**src/rtl/muldiv_unit.sv**
```systemverilog
// Iterative RV32M execute unit: shift-add multiplier and restoring divider sharing one
// accumulator, with sign handling by magnitude conversion and a final negation.
module muldiv_unit #(
    parameter int XLEN   = 32,
    parameter int CYCLES = 32
) (
    input  logic            clk,
    input  logic            resetn,
    input  logic            valid,
    input  logic [2:0]      funct3,
    input  logic [XLEN-1:0] op_a,
    input  logic [XLEN-1:0] op_b,
    output logic [XLEN-1:0] result,
    output logic            ready,
    output logic            busy
);

    localparam int            CW   = $clog2(CYCLES);
    localparam logic [CW-1:0] LAST = CW'(CYCLES - 1);

    typedef enum logic [1:0] {IDLE, CALC, DONE} state_t;

    state_t              state, state_next;
    logic [2:0]          op;
    logic                sa, sb;
    logic [XLEN-1:0]     mb;
    logic [CW-1:0]       count;
    logic [2*XLEN-1:0]   acc;    // mul: {partial product, multiplier}; div: low half is dividend/quotient
    logic [XLEN:0]       rem;

    // Acceptance-side decode of signs, magnitudes and the div/rem corner cases.
    logic            sa_in, sb_in, div_zero, div_ovf, special;
    logic [XLEN-1:0] mag_a, mag_b, special_val;

    always_comb begin
        // NOTE: every output of a combinational block gets a default first, so no path can infer a latch.
        special_val = '0;
        sa_in    = op_a[XLEN-1] & (funct3 == 3'b001 || funct3 == 3'b010 ||
                                   funct3 == 3'b100 || funct3 == 3'b110);
        sb_in    = op_b[XLEN-1] & (funct3 == 3'b001 || funct3 == 3'b100 || funct3 == 3'b110);
        mag_a    = sa_in ? -op_a : op_a;
        mag_b    = sb_in ? -op_b : op_b;
        div_zero = funct3[2] && (op_b == '0);
        div_ovf  = funct3[2] && !funct3[0] && (op_a == {1'b1, {(XLEN-1){1'b0}}}) && (op_b == '1);
        special  = div_zero || div_ovf;
        if (div_zero) begin
            special_val = funct3[1] ? op_a : '1;
        end else if (div_ovf) begin
            special_val = funct3[1] ? '0 : op_a;
        end
    end

    // One multiply or divide step per CALC cycle, plus the sign-corrected final value.
    logic [XLEN:0]     mul_sum, div_shift, div_diff, rem_next;
    logic              div_ge;
    logic [2*XLEN-1:0] acc_next, prod;
    logic [XLEN-1:0]   quot, remd, final_val;

    always_comb begin
        mul_sum   = {1'b0, acc[2*XLEN-1:XLEN]} + (acc[0] ? {1'b0, mb} : {(XLEN+1){1'b0}});
        div_shift = {rem[XLEN-1:0], acc[XLEN-1]};
        div_diff  = div_shift - {1'b0, mb};
        div_ge    = div_shift >= {1'b0, mb};
        if (op[2]) begin
            acc_next = {acc[2*XLEN-1:XLEN], acc[XLEN-2:0], div_ge};
            rem_next = div_ge ? div_diff : div_shift;
        end else begin
            acc_next = {mul_sum, acc[XLEN-1:1]};
            rem_next = rem;
        end
        prod = (sa ^ sb) ? -acc_next : acc_next;
        quot = (sa ^ sb) ? -acc_next[XLEN-1:0] : acc_next[XLEN-1:0];
        remd = sa ? -rem_next[XLEN-1:0] : rem_next[XLEN-1:0];
        case (op)
            3'b000:                 final_val = prod[XLEN-1:0];
            3'b001, 3'b010, 3'b011: final_val = prod[2*XLEN-1:XLEN];
            3'b100, 3'b101:         final_val = quot;
            default:                final_val = remd;
        endcase
    end

    always_comb begin
        state_next = state;
        case (state)
            IDLE:    if (valid) state_next = special ? DONE : CALC;
            CALC:    if (count == LAST) state_next = DONE;
            DONE:    state_next = IDLE;
            default: state_next = IDLE;
        endcase
    end

    // NOTE: sequential state uses non-blocking assignments so every flop samples pre-edge values.
    always_ff @(posedge clk or negedge resetn) begin
        if (!resetn) begin
            state <= IDLE;
        end else begin
            state <= state_next;
        end
    end

    always_ff @(posedge clk or negedge resetn) begin
        if (!resetn) begin
            op     <= '0;
            sa     <= 1'b0;
            sb     <= 1'b0;
            mb     <= '0;
            count  <= '0;
            acc    <= '0;
            rem    <= '0;
            result <= '0;
        end else begin
            case (state)
                IDLE: begin
                    if (valid) begin
                        op    <= funct3;
                        sa    <= sa_in;
                        sb    <= sb_in;
                        mb    <= mag_b;
                        count <= '0;
                        acc   <= {{XLEN{1'b0}}, mag_a};
                        rem   <= '0;
                        if (special) result <= special_val;
                    end
                end
                CALC: begin
                    acc   <= acc_next;
                    rem   <= rem_next;
                    count <= count + 1'b1;
                    if (count == LAST) result <= final_val;
                end
                default: ;
            endcase
        end
    end

    assign ready = (state == DONE);
    assign busy  = (state != IDLE);

endmodule

```
**config.mk**
```make
export PLATFORM = sky130hd
export DESIGN_NAME = muldiv_unit
export DESIGN_NICKNAME = d
export VERILOG_FILES = /design/src/rtl/muldiv_unit.sv
export SDC_FILE = /design/constraint.sdc
export NUM_CORES = 1
export LEC_CHECK = 0
export CORE_UTILIZATION = 65
export DETAILED_ROUTE_END_ITERATION = 10
export PLACE_DENSITY = 0.83
export SYNTH_ARGS = -nofsm -noshare
export SYNTH_HDL_FRONTEND = slang
export SYNTH_SLANG_ARGS = --single-unit
```
**constraint.sdc**
```tcl
create_clock -name clk -period 11.8 [get_ports clk]
set_input_delay 2.36 -clock clk [delete_from_list [all_inputs] [get_ports clk]]
set_output_delay 2.36 -clock clk [all_outputs]
set_load 0.02 [all_outputs]
```
== Word-level counts from Yosys, hierarchy flattened ==
Cells that the tools add are included.

* Register bits: 172
* Input port bits: 70
* Output and inout bits: 34
* Logic and storage cells: 88

* Add/sub/neg operators: 8
* $lt $le $gt $ge: 1
* Equal/unequal tests: 17
* Multiplexer cells: 28
* Bitwise operators: 3
* Reductions and logical operators: 22

{| class="wikitable"
|+ Operators with widths
! operator !! number
|-
| $mux W32 || 15
|-
| $mux W64 || 3
|-
| $neg A32 Y32 || 4
|-
| $pmux W32 S2 || 2
|-
| $pmux W64 S2 || 1
|-
| $pmux W32 S3 || 1
|-
| $eq A32 B32 Y1 const B || 2
|-
| $neg A64 Y64 || 1
|-
| $add A32 B32 Y33 || 1
|-
| $ge A33 B32 Y1 || 1
|-
| $logic_not A32 Y1 || 1
|-
| $sub A32 B32 Y32 || 1
|-
| $eq A3 B3 Y1 const B || 4
|-
| $pmux W5 S2 || 1
|-
| $eq A3 B2 Y1 const B || 3
|-
| $eq A3 B1 Y1 const B || 2
|-
| $logic_or A1 B1 Y1 || 6
|-
| $mux W2 || 3
|-
| $ne A2 B2 Y1 const B || 3
|-
| $reduce_and A2 Y1 || 3
|-
| $add A5 B1 Y5 const B || 1
|-
| $eq A5 B5 Y1 const B || 1
|-
| $mux W5 || 1
|-
| $logic_and A1 B1 Y1 || 4
|-
| other kinds (12) || 14
|}

== Logic depth before layout (Yosys ltp) ==
* Depth after elaboration: 9
* Mapped depth: 20
* Depth with buffers taken out: 18

== Least setup slack after synthesis ==
Ideal clock, no wire load.

* Path kind: input to register
* Start: in op_b[10]
* End: reg result[30]
* Library setup time: 0.104 ns
* Data arrival time: 5.174 ns
* Data required time: 11.696 ns
* Path slack: 6.523 ns
* Stages on the path: 12
* Path buffers: 0
* Cell sequence: or4_1 > nor4_1 > nand2b_1 > or3b_1 > and4bb_2 > o21ai_1 > a21o_1 > nor2_2 > nand2_1 > o31ai_1 > a31oi_1 > o311ai_1

* Word-level cells in the longest chain between the ends: 7
* Elaborated cells on any way between the ends: 12
* Those cells by class: eq/ne (2); mux (5); reduce/logical (5)

{| class="wikitable"
|+ RTL lines
! what !! RTL line !! RTL
|-
| start, declared || 12 || <nowiki>input logic [XLEN-1:0] op_b,</nowiki>
|-
| $eq A32 B32 Y1 || 44 || <nowiki>div_ovf = funct3[2] && !funct3[0] && (op_a == {1'b1, {(XLEN-1){1'b0}}}) && (op_b == '1);</nowiki>
|-
| $logic_and A1 B1 Y1 || 44 ||
|-
| $mux W32 || 48 || <nowiki>end else if (div_ovf) begin</nowiki>
|-
| $mux W32 || 46 || <nowiki>if (div_zero) begin</nowiki>
|-
| $mux W32 || 122 || <nowiki>if (special) result <= special_val;</nowiki>
|-
| $mux W32 || 114 || <nowiki>if (valid) begin</nowiki>
|-
| $pmux W32 S2 || 112 || <nowiki>case (state)</nowiki>
|-
| end signal, assigned || 122 ||
|-
| end signal, assigned || 129 || <nowiki>if (count == LAST) result <= final_val;</nowiki>
|-
| end, declared || 13 || <nowiki>output logic [XLEN-1:0] result,</nowiki>
|}

Parallel ways exist; a longest one is shown, timed or not. The select of a mux whose other input is x is not followed.
A chain may end at the register's enable or synchronous reset.

== Worst setup path after layout ==
* Start: in op_b[4]
* End: reg result[14]

The elaborated chain is that of the path after synthesis.

==> flow_metrics.tcl <==
set metrics [dict create \
    timing.final.crit_share 0.553 \
    final.setup.tns_ps 0 \
    max_slew.worst_pin.slew_ps 1260 \
    cap_violations 0 \
    drive_gt1_frac 0.0697 \
    dr_total_vias 18495 \
    path_clk_slew_ps 80 \
    core_area_sq_um 25500 \
    multi_input_area_sq_um 11900 \
    rsz0062_at_grt "false" \
    grt_overflow 0 \
    grt_usage 0.458 \
    grt_max_degree 90 \
    whs_ps 503 \
    grt_pass1_wl_microns 94400 \
    clock_latency_ps 450 \
    cp.arrival_ps 6810 \
    ys_types 115 \
    ys_ff_latch 172 \
    hold_class "reg -> reg" \
    hpwl_microns 45900 \
    grt_pass1_vias 16971 \
    register_area_sq_um 4310 \
    synth_edf_count 0 \
    finalCriticalPeriod_ps 6520 \
    postSynthAreaPerCell_sq_um 7.84 \
    ctsHoldBuffers 0 \
    gp_congestion 1.01 \
    htreeDepth 4 \
    rr_startpoint "mb[18]" \
    detail_route.vias_per_cell 7.28 \
    die_h_microns 164 \
    setup_viol 0 \
    cp_max_fo 31 \
    die_width_microns 164 \
    end_kind "flip-flop" \
    synth_fp_nets 2323 \
    hold_violations 0 \
    io_buffers 103 \
    antenna_found_initial 3 \
    synth_area_leaders "dfrtp_1 25%, o21ai_0 6.0%, ha_1 5.1%, nand2_1 5.0%, xnor2_1 4.9%" \
    regToRegSetupSlack_ps 6350 \
    postSynth.asyncResetShare 1.00 \
    postRouteAntennaNets 0 \
    syn_area_sq_um 17100 \
    fin_worst_skew_ps 22.0 \
    synth_common_cells "228 x nand2_1, 206 x o21ai_0, 172 x dfrtp_1, 152 x a21oi_1, 147 x nor2_1" \
    ys.flop_type "dfrtp_1" \
    initial_core_util 0.671 \
    fillers 2011 \
    cts_buffer_depth 2 \
    cp.required_ps 12090 \
    yosysTopAreaCell "dfrtp_1" \
    critPathLaunchType "input pin" \
    cts_made_buffers 17 \
    post_cts_resized 0 \
    cp-startpoint "op_b[4]" \
    wl_met2_microns 26700 \
    drc 0 \
    status "complete, no violations" \
    r2r-end "result[24]" \
    fmax_mhz 153 \
    area_growth_pct 10.1 \
    slew_headroom 0.157 \
    ys_seq_area_frac 0.252 \
    tritoncts "yes" \
    io-pin-count 104 \
    root_buffer "clkbuf_16" \
    met1_length_microns 23000 \
    die_area_sq_um 27000 \
    drt-initial-drc-count 2802 \
    layout.nets 2337 \
    synth.most_common_cell "nand2_1" \
    synth_top_area_share 0.252 \
    yosys_warnings 0 \
    firstDrtPassIters 7 \
    crit_end "result[14]" \
    drv_slew 0 \
    whs_path_depth 1 \
    rows 58 \
    reg2reg_depth 17 \
    cts.sinks 172 \
    met3_length_microns 8800 \
    wire_per_inst_microns 24.4 \
    highest_layer "met5" \
    critPathKind "in -> reg" \
    synthCells 2181 \
    post-cts-setup-buffers 0 \
    wirelength_microns 62000 \
]
kinds of logic after synthesis:
| group | synth area share |
|---|---|
| AOI/OAI and AO/OA | 0.305 |
| and+or+nand+nor | 0.216 |
| buffers and inverters | 0.0506 |
| xor gates and xnor gates | 0.0922 |
| DFF | 0.252 |
| adders and majority gates | 0.0536 |
| muxes | 0.0307 |
critical path: stages:
cell and delay [ps]:
clkdlybuf4s50_1 480, nor4_1 520, nand4b_1 350, nand2b_1 300
or3b_1 490, and4bb_2 400, o21ai_1 90, a21o_1 190
buf_4 240, inv_1 500, buf_4 370, o311ai_0 160
a221oi_1 240, a311oi_1 80
through the flow:
| stage | instance area (sq um) | instances | utilization | worst slack [ps] |
|---|---|---|---|---|
| finish | 18800 | 2540 | 0.739 | 5280 |
| global route | 18800 | 2538 | 0.739 | 5210 |
| CTS | 18800 | 2538 | 0.739 | 5410 |
| detailed placement | 18200 | 2506 | 0.716 | 4950 |
| global placement | 18200 | 2506 | 0.716 | 5060 |
| floorplan | 17100 | 2181 | - | 6520 |
routing by layer:
metal,GRT usage,vias to the layer above
li1,-,8142
met1,0.598,8695
met2,0.693,1373
met3,0.127,281
met4,0.226,4
met5,0,-
cells in the final DEF (no fill, tap or decap), types with 40 or more instances in the layout:
| master | Yosys | final |
|---|---|---|
| a21oi_1 | 152 | 152 |
| ha_1 | 70 | 70 |
| xor2_1 | 85 | 85 |
| mux2i_1 | 40 | 40 |
| nand2_1 | 228 | 228 |
| clkdlybuf4s50_1 | 0 | 102 |
| dfrtp_1 | 172 | 171 |
| a31oi_1 | 40 | 40 |
| nor3_1 | 54 | 54 |
| nor2_1 | 147 | 147 |
| and2_1 | 44 | 44 |
| inv_1 | 71 | 71 |
| xnor2_1 | 95 | 94 |
| o21ai_0 | 206 | 205 |
state kept, by name, indices dropped and copies added (netlist names):
register	count
count	5
sb	1
rem	32
acc	64
sa	1
state	2
mb	32
op	3
result	32
how the worst min path moves through the flow:
stage                     startpoint       end
final                       count[2]  count[2]
after global routing        count[3]  count[3]
after CTS                   count[2]  count[2]
after detailed placement    count[2]  count[2]
after global placement      count[3]  count[3]
after floorplan             count[3]  count[3]
area by class of cell:
class / instances / area share
multi-input cells: 1794 / 0.635
well taps: 330 / 0.0219
flip-flops and latches: 172 / 0.229
repair buffers: 138 / 0.0688
inverters: 72 / 0.0144
clock buffers: 18 / 0.0233
clock inverters: 14 / 0.00764
diodes: 2 / 0.000266
Power is left out: the tool's default activity adds up to more than one toggle a clock period on the data nets, which glitch-free logic cannot reach.
